==> config.mk <==
export PLATFORM = sky130hd
export DESIGN_NAME = reg_write_arbiter
export DESIGN_NICKNAME = d
export VERILOG_FILES = /design/src/rtl/reg_write_arbiter.sv
export SDC_FILE = /design/constraint.sdc
export NUM_CORES = 1
export LEC_CHECK = 0
export CORE_UTILIZATION = 35
export CTS_CLUSTER_SIZE = 10
export DETAILED_ROUTE_END_ITERATION = 6
export PLACE_DENSITY = 0.67
export REMOVE_ABC_BUFFERS = 1
export SYNTH_ARGS = -nofsm -noshare
export SYNTH_HDL_FRONTEND = slang
export SYNTH_SLANG_ARGS = --single-unit
==> constraint.sdc <==
create_clock -name CLK -period 1.68 [get_ports CLK]
set_input_delay 0.336 -clock CLK [delete_from_list [all_inputs] [get_ports CLK]]
set_output_delay 0.336 -clock CLK [all_outputs]
set_load 0.05 [all_outputs]
==> src/rtl/reg_write_arbiter.sv <==
// rtl/reg_write_arbiter.sv - round-robin write arbiter and load sequencer for a shared register bank
module reg_write_arbiter #(
  parameter int WIDTH  = 8,
  parameter int SETTLE = 2
) (
  input  logic               CLK,
  input  logic               RST,
  input  logic [3:0]         REQ,
  input  logic [4*WIDTH-1:0] DIN,
  output logic [3:0]         GNT,
  output logic               WE,
  output logic [WIDTH-1:0]   DOUT,
  output logic [3:0]         ACK,
  output logic               BUSY
);

  localparam logic [1:0] S_IDLE   = 2'd0;
  localparam logic [1:0] S_LOAD   = 2'd1;
  localparam logic [1:0] S_SETTLE = 2'd2;
  localparam logic [1:0] S_DONE   = 2'd3;

  localparam logic [3:0] CNT_INIT = (SETTLE > 0) ? 4'(SETTLE - 1) : 4'd0;

  logic [1:0]       state_q, state_d;
  logic [1:0]       ptr_q, ptr_d;
  logic [1:0]       idx_q, idx_d;
  logic [3:0]       cnt_q, cnt_d;
  logic [3:0]       gnt_q, gnt_d;
  logic             we_q, we_d;
  logic [WIDTH-1:0] dout_q, dout_d;
  logic [3:0]       ack_q, ack_d;
  logic             busy_q, busy_d;

  logic             found;
  logic [1:0]       pick;
  logic [WIDTH-1:0] din_sel;

  // First set request bit searching upward from the pointer, wrapping modulo 4.
  always_comb begin
    found = 1'b0;
    pick  = ptr_q;
    for (int k = 0; k < 4; k++) begin
      if (!found && REQ[ptr_q + 2'(k)]) begin
        found = 1'b1;
        pick  = ptr_q + 2'(k);
      end
    end
  end

  always_comb begin
    din_sel = '0;
    for (int i = 0; i < 4; i++) begin
      if (pick == 2'(i)) begin
        din_sel = DIN[i*WIDTH +: WIDTH];
      end
    end
  end

  always_comb begin
    state_d = state_q;
    ptr_d   = ptr_q;
    idx_d   = idx_q;
    cnt_d   = cnt_q;
    gnt_d   = gnt_q;
    dout_d  = dout_q;
    case (state_q)
      S_IDLE: begin
        if (found) begin
          state_d = S_LOAD;
          idx_d   = pick;
          gnt_d   = 4'b0001 << pick;
          dout_d  = din_sel;
        end
      end
      S_LOAD: begin
        if (SETTLE == 0) begin
          state_d = S_DONE;
        end else begin
          state_d = S_SETTLE;
          cnt_d   = CNT_INIT;
        end
      end
      S_SETTLE: begin
        if (cnt_q == 4'd0) begin
          state_d = S_DONE;
        end else begin
          cnt_d = cnt_q - 4'd1;
        end
      end
      S_DONE: begin
        state_d = S_IDLE;
        gnt_d   = 4'b0000;
        ptr_d   = idx_q + 2'd1;
      end
      default: state_d = S_IDLE;
    endcase

    // Outputs are registered from the next state so they line up with it.
    we_d   = (state_d == S_LOAD);
    ack_d  = (state_d == S_DONE) ? gnt_d : 4'b0000;
    busy_d = (state_d != S_IDLE);
  end

  always_ff @(posedge CLK) begin
    if (RST) begin
      state_q <= S_IDLE;
      ptr_q   <= 2'd0;
      idx_q   <= 2'd0;
      cnt_q   <= 4'd0;
      gnt_q   <= 4'b0000;
      we_q    <= 1'b0;
      dout_q  <= '0;
      ack_q   <= 4'b0000;
      busy_q  <= 1'b0;
    end else begin
      state_q <= state_d;
      ptr_q   <= ptr_d;
      idx_q   <= idx_d;
      cnt_q   <= cnt_d;
      gnt_q   <= gnt_d;
      we_q    <= we_d;
      dout_q  <= dout_d;
      ack_q   <= ack_d;
      busy_q  <= busy_d;
    end
  end

  assign GNT  = gnt_q;
  assign WE   = we_q;
  assign DOUT = dout_q;
  assign ACK  = ack_q;
  assign BUSY = busy_q;

endmodule
==> results.sh <==
export IMPL_run_status="completed"
export IMPL_vias_per_cell=5.29
export IMPL_cts_root_buf="clkbuf_8"
export IMPL_cp_start_kind="register"
export IMPL_grt_antenna_before_repair=0
export IMPL_min_path_cells=2
export IMPL_drive_above_1_share=0.320
export IMPL_coreArea_um2=4350
export IMPL_first_pass_iters=4
export IMPL_hp_class="reg2reg"
export IMPL_grt_ovfl_total=0
export IMPL_crit_start="ptr_q[0]"
export IMPL_fmax_mhz=612
export IMPL_layout_commonest_cell="buf_4"
export IMPL_dr_total_vias=1630
export IMPL_cap_violations=0
export IMPL_powerDensity_nw_per_um2=1230
export IMPL_clkLatencyLatePin_ps=280
export IMPL_synth_cell_types=40
export IMPL_most_common_layout_cells="buf_4, clkdlybuf4s50_1, dfxtp_1, inv_1, a21oi_1"
export IMPL_io_buffers=55
export IMPL_cp_required_ps=1890
export IMPL_dieWidth_um=69.2
export IMPL_drt_iter0_markers=93
export IMPL_tritoncts="done"
export IMPL_leakagePower_nw=1.01
export IMPL_die_height_um=69.2
export IMPL_numCtsBuffers=3
export IMPL_post_route_util=0.567
export IMPL_synth_seq_cells=28
export IMPL_timing_rr_start="ptr_q[0]"
export IMPL_rows=24
export IMPL_ys_warn_count=0
export IMPL_critical_path_class="reg2reg"
export IMPL_wl_um=4120
export IMPL_min_period_over_period=0.973
export IMPL_dieArea_um2=4790
export IMPL_fill_cells=386
export IMPL_finalHoldViolCount=0
export IMPL_synth_flop_cell="dfxtp_1"
export IMPL_final_nets=300
export IMPL_crit_fanout=6
export IMPL_clkSlewWorstSetupHoldPaths_ps=100
export IMPL_syn_cell_area_um2=1580
export IMPL_clock_skew_ps=2.17
export IMPL_diodes=0
export IMPL_setup_viol=0
export IMPL_ir_drop_uv=592
export IMPL_ios=56
export IMPL_syn_avg_cell_area_um2=8.94
export IMPL_gp_congestion=0.810
export IMPL_min_period_ps=1630
export IMPL_synth_cells=177
export IMPL_wl_per_cell_um=13.4
export IMPL_worstRegToRegCells=5
export IMPL_final_setup_tns_ps=0
export IMPL_r2r_slack_ps=50
export IMPL_cp_arrival_ps=1840
export IMPL_grt_first_pass_wirelength_um=6820
export IMPL_seq_area_um2=562
export IMPL_finalMaxSlewViolations=0
export IMPL_cts_sinks=28
export IMPL_hold_buffers=0
export IMPL_worstSetupEndpoint="GNT[0]"
export IMPL_synth_seq_area_share=0.354
export IMPL_synth_edff_count=0
export IMPL_htree_levels=1
export IMPL_grt_max_degree=17
export IMPL_multi_input_area_um2=976
export IMPL_drt_drc_violations_left=0
export IMPL_start_util=0.363
export IMPL_endpoint_kind="register"
export IMPL_hpwlAfterDp_um=3020
export IMPL_grt_total_usage=0.172
export IMPL_maxSlewHeadroom=0.805
export IMPL_syn_to_final_growth_pct=56.1
export IMPL_ys_async_sr_fraction=0
export IMPL_grt_pass1_vias=1454
export IMPL_ant_nets=0
export IMPL_clk_path_buf_depth=2
export IMPL_r2r_end="GNT[0]"
export IMPL_tightest_slew_ps=290
-- critical path, stage by stage (launching register included) --
cell and delay (ps):
dfxtp_2 360, nor3b_1 130, or3_1 330, o211a_2 160
o41a_1 420, nor3_1 170
-- sequential cells by signal, indices dropped and copies added, names as in the netlist --
name     count
DOUT         8
ACK          4
GNT          4
cnt_q        4
idx_q        2
ptr_q        2
state_q      2
BUSY         1
WE           1
-- cell type report --
class                           instances  area share
Multi-Input combinational cell        124       0.395
Timing Repair Buffer                   86       0.301
Sequential cell                        28       0.228
Tap cell                               52      0.0264
Inverter                               14      0.0213
Clock buffer                            3      0.0167
Clock inverter                          1      0.0122
-- per-layer routing --
layer	global-route usage	vias to the layer above	wire length [µm]
li1	-	809	-
met1	0.240	771	1930
met2	0.274	45	1920
met3	0.0320	5	228
met4	0.0408	0	40
met5	0	-	0
-- power breakdown --
part / total, mW / internal, mW / switching (mW) / leakage [nW]
Clock: 0.538 / 0.319 / 0.219 / 0.0357
Sequential: 0.883 / 0.804 / 0.0789 / 0.230
Combinational: 1.63 / 0.682 / 0.944 / 0.742
-- cell families after synthesis --
group / count (synthesis) / share of synthesized area
buffers and inverters: 25 / 0.0839
AOI/OAI and AO/OA: 58 / 0.278
adders and majority gates: 5 / 0.0396
xor gates and xnor gates: 1 / 0.00554
DFF: 28 / 0.354
and+or+nand+nor: 51 / 0.182
muxes: 9 / 0.0570
-- how the worst min path moves through the flow --
stage	startpoint	endpoint	slack, ps
2_1_floorplan	RST	GNT[3]	410
3_3_place_gp	idx_q[1]	idx_q[1]	460
3_5_place_dp	idx_q[1]	idx_q[1]	470
4_1_cts	idx_q[1]	idx_q[1]	480
5_1_grt	idx_q[1]	idx_q[1]	500
6_report	idx_q[1]	idx_q[1]	480
-- Yosys cell counts (2+ instances only) --
cell | instances | area [µm²]
o221ai_1 | 8 | 70.1
nor3b_1 | 7 | 52.6
a21o_1 | 3 | 22.5
ha_1 | 5 | 62.6
o21ai_1 | 4 | 20.0
o21a_1 | 2 | 15.0
inv_1 | 14 | 52.6
a221oi_1 | 7 | 61.3
mux2i_1 | 9 | 90.1
nand2_1 | 10 | 37.5
o21ai_0 | 8 | 40.0
nor3_1 | 3 | 15.0
nor2b_1 | 4 | 25.0
buf_6 | 5 | 56.3
a211oi_1 | 5 | 37.5
nor2_1 | 12 | 45.0
dfxtp_1 | 28 | 561
or3_1 | 3 | 18.8
nand3_1 | 4 | 20.0
a21oi_1 | 12 | 60.1
clkbuf_1 | 5 | 18.8
-- through the flow --
stage          instances  power [mW]  setup slack, ps  cell area (µm²)  hold WS (ps)
6_report             308        3.05             45.6             2470           483
5_1_grt              308        3.22            -3.85             2470           503
4_1_cts              306        2.96             1.99             2400           483
3_5_place_dp         302        2.40             -682             2300           469
3_3_place_gp         302        2.39             -593             2300           458
2_1_floorplan        166        1.83            -72.3             1500           405
-- what timing repair did --
action                     4_1_cts  5_1_grt
pin swaps                        1        4
hold endpoints to repair         0        0
setup endpoints to repair       20       17
resized for setup               14       24
setup buffers                    0        2
Note: power is estimated with default switching activity, not from simulation.
